===== src/rtl/cmd_frame_pkg.sv =====
// Shared types and constants for the UART command-frame decoder.
package cmd_frame_pkg;

    typedef enum logic [1:0] {
        S_IDLE  = 2'd0,
        S_ADDR  = 2'd1,
        S_WDATA = 2'd2
    } state_e;

    localparam logic [7:0] CMD_WRITE_DEF = 8'h55;
    localparam logic [7:0] CMD_READ_DEF  = 8'hAA;

    localparam logic OP_WRITE = 1'b0;
    localparam logic OP_READ  = 1'b1;

    function automatic int max3(input int a, input int b, input int c);
        int m;
        m = (a > b) ? a : b;
        return (m > c) ? m : c;
    endfunction

endpackage


===== src/rtl/cmd_frame_timer.sv =====
// Inter-byte idle counter; o_expire is high while the count sits at TIMEOUT_CYC-1.
module cmd_frame_timer #(
    parameter int TIMEOUT_CYC = 50000
) (
    input  logic i_clk,
    input  logic i_rst_n,
    input  logic i_clear,
    input  logic i_enable,
    output logic o_expire
);

    localparam int TW = $clog2(TIMEOUT_CYC);
    localparam logic [TW-1:0] CNT_LAST = TW'(TIMEOUT_CYC - 1);

    logic [TW-1:0] r_cnt;

    always_ff @(posedge i_clk or negedge i_rst_n) begin
        if (!i_rst_n) begin
            r_cnt <= '0;
        end else if (i_clear) begin
            r_cnt <= '0;
        end else if (i_enable && (r_cnt != CNT_LAST)) begin
            r_cnt <= r_cnt + 1'b1;
        end
    end

    assign o_expire = i_enable && (r_cnt == CNT_LAST);

endmodule


===== src/rtl/cmd_frame_decode.sv =====
// UART command-frame decoder: opcode, big-endian address, write payload into the FIFO.
// Define CMD_FRAME_TIMEOUT_EN to abandon frames that stall for TIMEOUT_CYC cycles.
module cmd_frame_decode
    import cmd_frame_pkg::*;
#(
    parameter logic [7:0] CMD_WRITE   = CMD_WRITE_DEF,
    parameter logic [7:0] CMD_READ    = CMD_READ_DEF,
    parameter int         ADDR_BYTES  = 2,
    parameter int         WR_LEN      = 4,
    parameter int         TIMEOUT_CYC = 50000
) (
    input  logic                                            sclk,
    input  logic                                            srst_n,
    input  logic                                            uart_flag,
    input  logic [7:0]                                      uart_data,
    output logic                                            wfifo_wr_en,
    output logic [7:0]                                      wfifo_wdata,
    output logic                                            wr_trig,
    output logic                                            rd_trig,
    output logic [((ADDR_BYTES == 0) ? 1 : 8*ADDR_BYTES)-1:0] cmd_addr,
    output logic                                            cmd_err,
    output logic                                            tmo_err,
    output logic                                            busy
);

    localparam int AW = (ADDR_BYTES == 0) ? 1 : 8*ADDR_BYTES;
    localparam int CW = $clog2(max3(WR_LEN, ADDR_BYTES, 2));
    localparam logic [CW-1:0] ADDR_LAST = CW'((ADDR_BYTES > 0) ? ADDR_BYTES - 1 : 0);
    localparam logic [CW-1:0] WR_LAST   = CW'(WR_LEN - 1);

    if (ADDR_BYTES < 0 || ADDR_BYTES > 4 || WR_LEN < 1 || WR_LEN > 256 || TIMEOUT_CYC < 2) begin : g_bad_params
        $error("cmd_frame_decode: parameter out of range");
    end

    state_e          r_state;
    state_e          w_state_nxt;
    logic [CW-1:0]   r_byte_cnt;
    logic [AW-1:0]   r_addr_sh;
    logic [AW-1:0]   r_cmd_addr;
    logic            r_op;
    logic            r_wfifo_wr_en;
    logic [7:0]      r_wfifo_wdata;
    logic            r_wr_trig;
    logic            r_rd_trig;
    logic            r_cmd_err;
    logic            r_tmo_err;
    logic            r_busy;

    logic            w_is_wr;
    logic            w_is_rd;
    logic            w_addr_last;
    logic            w_data_last;
    logic [AW+7:0]   w_addr_ext;
    logic [AW-1:0]   w_addr_shift;
    logic            w_tmo;
    logic            w_push;
    logic            w_wr_trig;
    logic            w_rd_trig;
    logic            w_cmd_err;

    assign w_is_wr      = (uart_data == CMD_WRITE);
    assign w_is_rd      = (uart_data == CMD_READ) && !w_is_wr;
    assign w_addr_last  = (r_byte_cnt == ADDR_LAST);
    assign w_data_last  = (r_byte_cnt == WR_LAST);
    // Appending the byte and keeping the low AW bits works for every address width, including 8.
    assign w_addr_ext   = {r_addr_sh, uart_data};
    assign w_addr_shift = w_addr_ext[AW-1:0];

`ifdef CMD_FRAME_TIMEOUT_EN
    logic w_tmo_raw;

    cmd_frame_timer #(
        .TIMEOUT_CYC (TIMEOUT_CYC)
    ) u_timer (
        .i_clk    (sclk),
        .i_rst_n  (srst_n),
        .i_clear  (uart_flag | w_tmo_raw | (r_state == S_IDLE)),
        .i_enable (r_state != S_IDLE),
        .o_expire (w_tmo_raw)
    );

    // A byte arriving on the expiry cycle wins over the timeout.
    assign w_tmo = w_tmo_raw && !uart_flag;
`else
    assign w_tmo = 1'b0;
`endif

    always_ff @(posedge sclk or negedge srst_n) begin
        if (!srst_n) begin
            r_state <= S_IDLE;
        end else begin
            r_state <= w_state_nxt;
        end
    end

    always_comb begin
        w_state_nxt = r_state;
        if (w_tmo) begin
            w_state_nxt = S_IDLE;
        end else if (uart_flag) begin
            case (r_state)
                S_IDLE: begin
                    if (w_is_wr) begin
                        w_state_nxt = (ADDR_BYTES == 0) ? S_WDATA : S_ADDR;
                    end else if (w_is_rd) begin
                        w_state_nxt = (ADDR_BYTES == 0) ? S_IDLE : S_ADDR;
                    end
                end
                S_ADDR: begin
                    if (w_addr_last) begin
                        w_state_nxt = (r_op == OP_WRITE) ? S_WDATA : S_IDLE;
                    end
                end
                S_WDATA: begin
                    if (w_data_last) begin
                        w_state_nxt = S_IDLE;
                    end
                end
                default: w_state_nxt = S_IDLE;
            endcase
        end
    end

    always_comb begin
        w_push    = uart_flag && (r_state == S_WDATA) && !w_tmo;
        w_wr_trig = w_push && w_data_last;
        w_rd_trig = 1'b0;
        w_cmd_err = 1'b0;
        if (uart_flag && !w_tmo) begin
            if (r_state == S_IDLE) begin
                w_cmd_err = !w_is_wr && !w_is_rd;
                w_rd_trig = w_is_rd && (ADDR_BYTES == 0);
            end else if (r_state == S_ADDR) begin
                w_rd_trig = w_addr_last && (r_op == OP_READ);
            end
        end
    end

    always_ff @(posedge sclk or negedge srst_n) begin
        if (!srst_n) begin
            r_byte_cnt <= '0;
            r_addr_sh  <= '0;
            r_cmd_addr <= '0;
            r_op       <= OP_WRITE;
        end else if (w_tmo) begin
            r_byte_cnt <= '0;
        end else if (uart_flag) begin
            case (r_state)
                S_IDLE: begin
                    if (w_is_wr) begin
                        r_op <= OP_WRITE;
                    end else if (w_is_rd) begin
                        r_op <= OP_READ;
                    end
                end
                S_ADDR: begin
                    r_addr_sh <= w_addr_shift;
                    if (w_addr_last) begin
                        r_byte_cnt <= '0;
                        r_cmd_addr <= w_addr_shift;
                    end else begin
                        r_byte_cnt <= r_byte_cnt + 1'b1;
                    end
                end
                S_WDATA: begin
                    if (w_data_last) begin
                        r_byte_cnt <= '0;
                    end else begin
                        r_byte_cnt <= r_byte_cnt + 1'b1;
                    end
                end
                default: r_byte_cnt <= '0;
            endcase
        end
    end

    always_ff @(posedge sclk or negedge srst_n) begin
        if (!srst_n) begin
            r_wfifo_wr_en <= 1'b0;
            r_wfifo_wdata <= '0;
            r_wr_trig     <= 1'b0;
            r_rd_trig     <= 1'b0;
            r_cmd_err     <= 1'b0;
            r_tmo_err     <= 1'b0;
            r_busy        <= 1'b0;
        end else begin
            r_wfifo_wr_en <= w_push;
            if (w_push) begin
                r_wfifo_wdata <= uart_data;
            end
            r_wr_trig     <= w_wr_trig;
            r_rd_trig     <= w_rd_trig;
            r_cmd_err     <= w_cmd_err;
            r_tmo_err     <= w_tmo;
            r_busy        <= (w_state_nxt != S_IDLE);
        end
    end

    assign wfifo_wr_en = r_wfifo_wr_en;
    assign wfifo_wdata = r_wfifo_wdata;
    assign wr_trig     = r_wr_trig;
    assign rd_trig     = r_rd_trig;
    assign cmd_addr    = r_cmd_addr;
    assign cmd_err     = r_cmd_err;
    assign tmo_err     = r_tmo_err;
    assign busy        = r_busy;

endmodule

===== config.mk =====
export PLATFORM = sky130hd
export DESIGN_NAME = cmd_frame_decode
export DESIGN_NICKNAME = d
export VERILOG_FILES = /design/src/rtl/cmd_frame_pkg.sv /design/src/rtl/cmd_frame_timer.sv /design/src/rtl/cmd_frame_decode.sv
export SDC_FILE = /design/constraint.sdc
export NUM_CORES = 1
export LEC_CHECK = 0
export ABC_AREA = 1
export CORE_MARGIN = 10
export CORE_UTILIZATION = 40
export DETAILED_ROUTE_END_ITERATION = 8
export PLACE_DENSITY_LB_ADDON = 0.3
export REMOVE_ABC_BUFFERS = 1
export SYNTH_ARGS = -nofsm -noshare
export SYNTH_HDL_FRONTEND = slang
export SYNTH_SLANG_ARGS = --single-unit

===== constraint.sdc =====
create_clock -name sclk -period 1.6 [get_ports sclk]
set_input_delay 0.24 -clock sclk [delete_from_list [all_inputs] [get_ports sclk]]
set_output_delay 0.24 -clock sclk [all_outputs]
set_load 0.005 [all_outputs]

### After elaboration in Yosys (flattened, before gate mapping)

Cells that the tools add are included.

| word-level totals | value |
|---|---|
| register bits after elaboration | 42 |
| bits of input ports | 11 |
| output and inout bits | 30 |

| cells by class | value |
|---|---|
| add/sub/neg operators | 1 |
| eq/ne operators | 6 |
| muxes and demuxes | 17 |
| bitwise operators | 1 |
| reductions and logical operators | 14 |

Operators by type and width:

| kind | count |
|---|---|
| $mux 2 | 8 |
| $pmux 2 s3 | 2 |
| $eq 8x7->1 const B | 1 |
| $eq 8x8->1 const B | 1 |
| $mux 1 | 7 |
| $reduce_and 3->1 | 2 |
| $logic_and 1x1->1 | 5 |
| $eq 2x1->1 const B | 2 |
| $eq 2x2->1 const B | 2 |
| $reduce_and 2->1 | 2 |
| $reduce_bool 2->1 | 2 |
| $add 2x1->2 const B | 1 |
| $logic_not 1->1 | 2 |
| $logic_not 2->1 | 1 |
| $not 1->1 | 1 |

### Longest topological paths before layout

| depth | value |
|---|---|
| depth after elaboration | 8 |
| depth in mapped cells | 10 |

### Least setup slack after synthesis

No wires, ideal clock.

| timing path | value |
|---|---|
| path type | reg2reg |
| from | reg r_state[1] |
| to | reg r_cmd_addr[13] (netlist: cmd_addr[13]) |
| setup time | 125 ps |
| arrival time | 1235 ps |
| path slack | 240 ps |
| stages on the path, launching flop included | 6 |
| buffers on the path | 1 |
| cells stage by stage | dfrtp_1 > inv_1 > ha_1 > nand2_4 > buf_6 > mux2_4 |

| on the way | value |
|---|---|
| word-level cells in the longest chain between the ends | 2 |

Ends and longest elaborated chain:

| element | RTL line | text |
|---|---|---|
| start: declaration | cmd_frame_decode.sv:35 | `state_e r_state;` |
| start signal: assignment | cmd_frame_decode.sv:92 | `r_state <= w_state_nxt;` |
| $eq 2x1->1 | cmd_frame_decode.sv:148 | `case (r_state)` |
| $reduce_and 3->1 (no source line) | - |  |
| end signal: assignment | cmd_frame_decode.sv:160 | `r_cmd_addr <= w_addr_shift;` |
| end: declaration | cmd_frame_decode.sv:39 | `logic [AW-1:0] r_cmd_addr;` |

Every way passes these cells.
A chain may end at the register's enable or synchronous reset.

### Worst setup path after layout

| timing path | value |
|---|---|
| from | reg r_byte_cnt[1] |
| to | reg r_cmd_addr[9] (netlist: cmd_addr[9]) |

| on the way | value |
|---|---|
| word-level cells in the longest chain between the ends | 2 |

Ends and longest elaborated chain:

| element | RTL line | text |
|---|---|---|
| start: declaration | cmd_frame_decode.sv:37 | `logic [CW-1:0] r_byte_cnt;` |
| start signal: assignment | cmd_frame_decode.sv:162 | `r_byte_cnt <= r_byte_cnt + 1'b1;` |
| start signal: assignment | cmd_frame_decode.sv:169 | `r_byte_cnt <= r_byte_cnt + 1'b1;` |
| $eq 2x1->1 | cmd_frame_decode.sv:63 | `assign w_addr_last = (r_byte_cnt == ADDR_LAST);` |
| $reduce_and 3->1 (no source line) | - |  |

Every way passes these cells.

==> reports/results.ini <==
[status]
status = complete, no violations

[placement]
io_buffers = 39
hpwl_mm = 3.06
place_area_mm2 = 0.00231
routabilityCongestion = 0.795

[sta]
finalSetupViolCount = 0
fmax_mhz = 653
fin_crit_sh = 0.958
hold_viol_final = 0
min_period_ns = 1.53
rsz0062_at_grt = yes
maxSlewViolCount = 0
skew_ns = 0.00549
setup_tns_ns = 0

[grt]
grt_usage = 0.116
grt.overflow.total = 0
antenna_found_initial = 0
grt_pass1_wl_mm = 6.97
grt_pass1_vias = 1418
grt_max_degree = 25

[critical_path]
slowest_delay_ns = 0.39
cp.required_ns = 1.78
crit_chain = inv_1, ha_1, nand2_1, inv_2, nand2_4, mux2_2
cp_max_fo = 24
cp_num_buf_inv = 2
setup.worst_path.end_class = register
crit_arrival_ns = 1.72
worst_path_max_delay_cell = dfrtp_1
crit_family = flip-flops
path_class = reg -> reg
start_kind = register

[clocking]
cts_root_buf = clkbuf_8
cts_buffers = 5
clk_path_buf_depth = 2
cts_sinks = 42
htreeDepth = 2
path_clk_slew_ns = 0.08
clock_latency_ns = 0.30
cts_tree = done

[power_and_ir_drop]
ir_drop_v = 0.000581
power.density_mw_per_mm2 = 1530
total_leakage_power_uw = 0.00123

[routing]
routedWlPerCell_um = 14.0
drt_iter0_drc = 49
vias = 1352
route.detailed.drc = 0
first_pass_iters = 4
viasPerCell = 4.68
wirelength_mm = 4.06
drtAntennaViolNets = 0

[synthesis]
synth.cell_area_mm2 = 0.00179
synth_cell_types = 21
ys_warn_count = 0
yosys.area.top_type = dfrtp_1
avgSynthCellArea_um2 = 9.81
seq_area_frac_synth = 0.589
ys_ff_latch = 42
synth_cells = 182
ys_top_cells_by_area = dfrtp_1 (59%), nand2_1 (11%), o21ai_0 (7.0%)
yosysTopAreaCellShare = 0.589

[die]
die_area_mm2 = 0.00754
die_width_um = 86.8
rows = 24
pin_count = 41
die_h_um = 86.8
core_area_mm2 = 0.00432
start_util = 0.413

[finish]
drive_above_1_share = 0.135
stdcell_area_mm2 = 0.00243
syn_to_final_growth_pct = 36.2
antenna_cells = 0
fin_util = 0.562
fin_nets = 254

[job]
maxCapViolations = 0

[min_path]
min_path_type = in -> async

==> per-stage QoR <==
step	instances	hold slack [ns]	worst slack (ns)	power, uW
5_1_grt	289	0.484	-0.0366	3980
3_5_place_dp	280	0.224	0.0238	2910
3_3_place_gp	280	0.216	0.0679	2850
4_1_cts	289	0.437	0.0610	3770
2_1_floorplan	177	-0.0556	0.240	2140
6_report	289	0.427	0.0679	3710
==> sequential cells by signal, summed over array words and instances (netlist names), 2 cells and up <==
name	cells
wfifo_wdata	8
r_state	2
cmd_addr	16
r_byte_cnt	2
r_addr_sh	8
==> Yosys cell counts <==
library cell and number:
a21oi_1 3, a31oi_1 1, buf_4 1, buf_6 1, clkbuf_1 3, conb_1 1, dfrtp_1 42, ha_1 7
inv_1 22, inv_2 1, mux2_2 4, mux2_4 4, nand2_1 51, nand2_4 1, nand3_1 2, nor2_1 7
nor2_2 1, nor3_1 1, o21ai_0 25, o22ai_1 3, or2_0 1
==> power by group <==
| group | switching [uW] | internal (uW) |
|---|---|---|
| clock | 376 | 466 |
| sequential | 215 | 1430 |
| combinational | 478 | 739 |
==> repair_timing <==
action	in CTS	in global routing
hold buffers	1	0
setup endpoints to repair	0	11
buffers inserted	0	0
hold endpoints to repair	19	0
gates resized for setup	0	1
==> per-layer routing <==
metal,wire [um],track usage,part of all wire,up-vias
li1,-,-,-,678
met1,1840,0.142,0.45,638
met4,34,0.0309,0.0084,0
met2,1880,0.185,0.46,32
met3,305,0.0441,0.075,4
met5,0,0,0,-
==> worst reg2reg max path: stages (launching register included) <==
cell and delay [ns]:
dfrtp_1 0.39, inv_1 0.07, ha_1 0.21, nand2_1 0.09
inv_2 0.05, nand2_4 0.23, mux2_2 0.38
==> placed cells by master (no fill, tap or decap), types with 2 or more instances in the layout <==
cell type / count
dfrtp_1: 42
buf_4: 11
o21ai_0: 25
a21oi_1: 3
clkdlybuf4s50_1: 38
nand2_1: 50
mux2_2: 4
ha_1: 7
mux2_4: 4
clkbuf_8: 5
nand3_1: 2
nor2_1: 7
o22ai_1: 3
inv_1: 22
==> final timing paths <==
path	from	end	cells after the start	slack (ns)
max	r_byte_cnt[1]$_DFFE_PN0P_	cmd_addr[9]$_DFFE_PN0P_	6	0.07
min	srst_n	r_addr_sh[0]$_DFFE_PN0P_	2	0.43
max reg2reg	r_byte_cnt[1]$_DFFE_PN0P_	cmd_addr[9]$_DFFE_PN0P_	6	0.07
min reg2reg	wfifo_wdata[1]$_DFFE_PN0P_	wfifo_wdata[1]$_DFFE_PN0P_	2	0.49
max in group asynchronous	srst_n	r_addr_sh[4]$_DFFE_PN0P_	3	0.69
min in group sclk	wfifo_wdata[1]$_DFFE_PN0P_	wfifo_wdata[1]$_DFFE_PN0P_	2	0.49
==> area by class of cell <==
| class | instances | area [um^2] |
|---|---|---|
| timing repair buffer | 52 | 498 |
| tap | 52 | 65.1 |
| sequential | 42 | 1050 |
| fill | 414 | 1890 |
| clock inverter | 2 | 37.5 |
| inverter | 23 | 86.3 |
| clock buffer | 6 | 72.6 |
| multi-input combinational | 112 | 621 |
==> logic make-up (layout without fill, tap and decap cells) <==
family	Yosys count	count (layout)	share of synthesized area
DFF	42	42	0.589
adders and majority gates	7	7	0.0491
muxes	8	8	0.0589
and+or+nand+nor	64	64	0.144
other	1	1	0.00210
AOI/OAI and AO/OA	32	32	0.0925
buffers and inverters	28	83	0.0652
No activity file was read; power rests on OpenSTA's default activity.
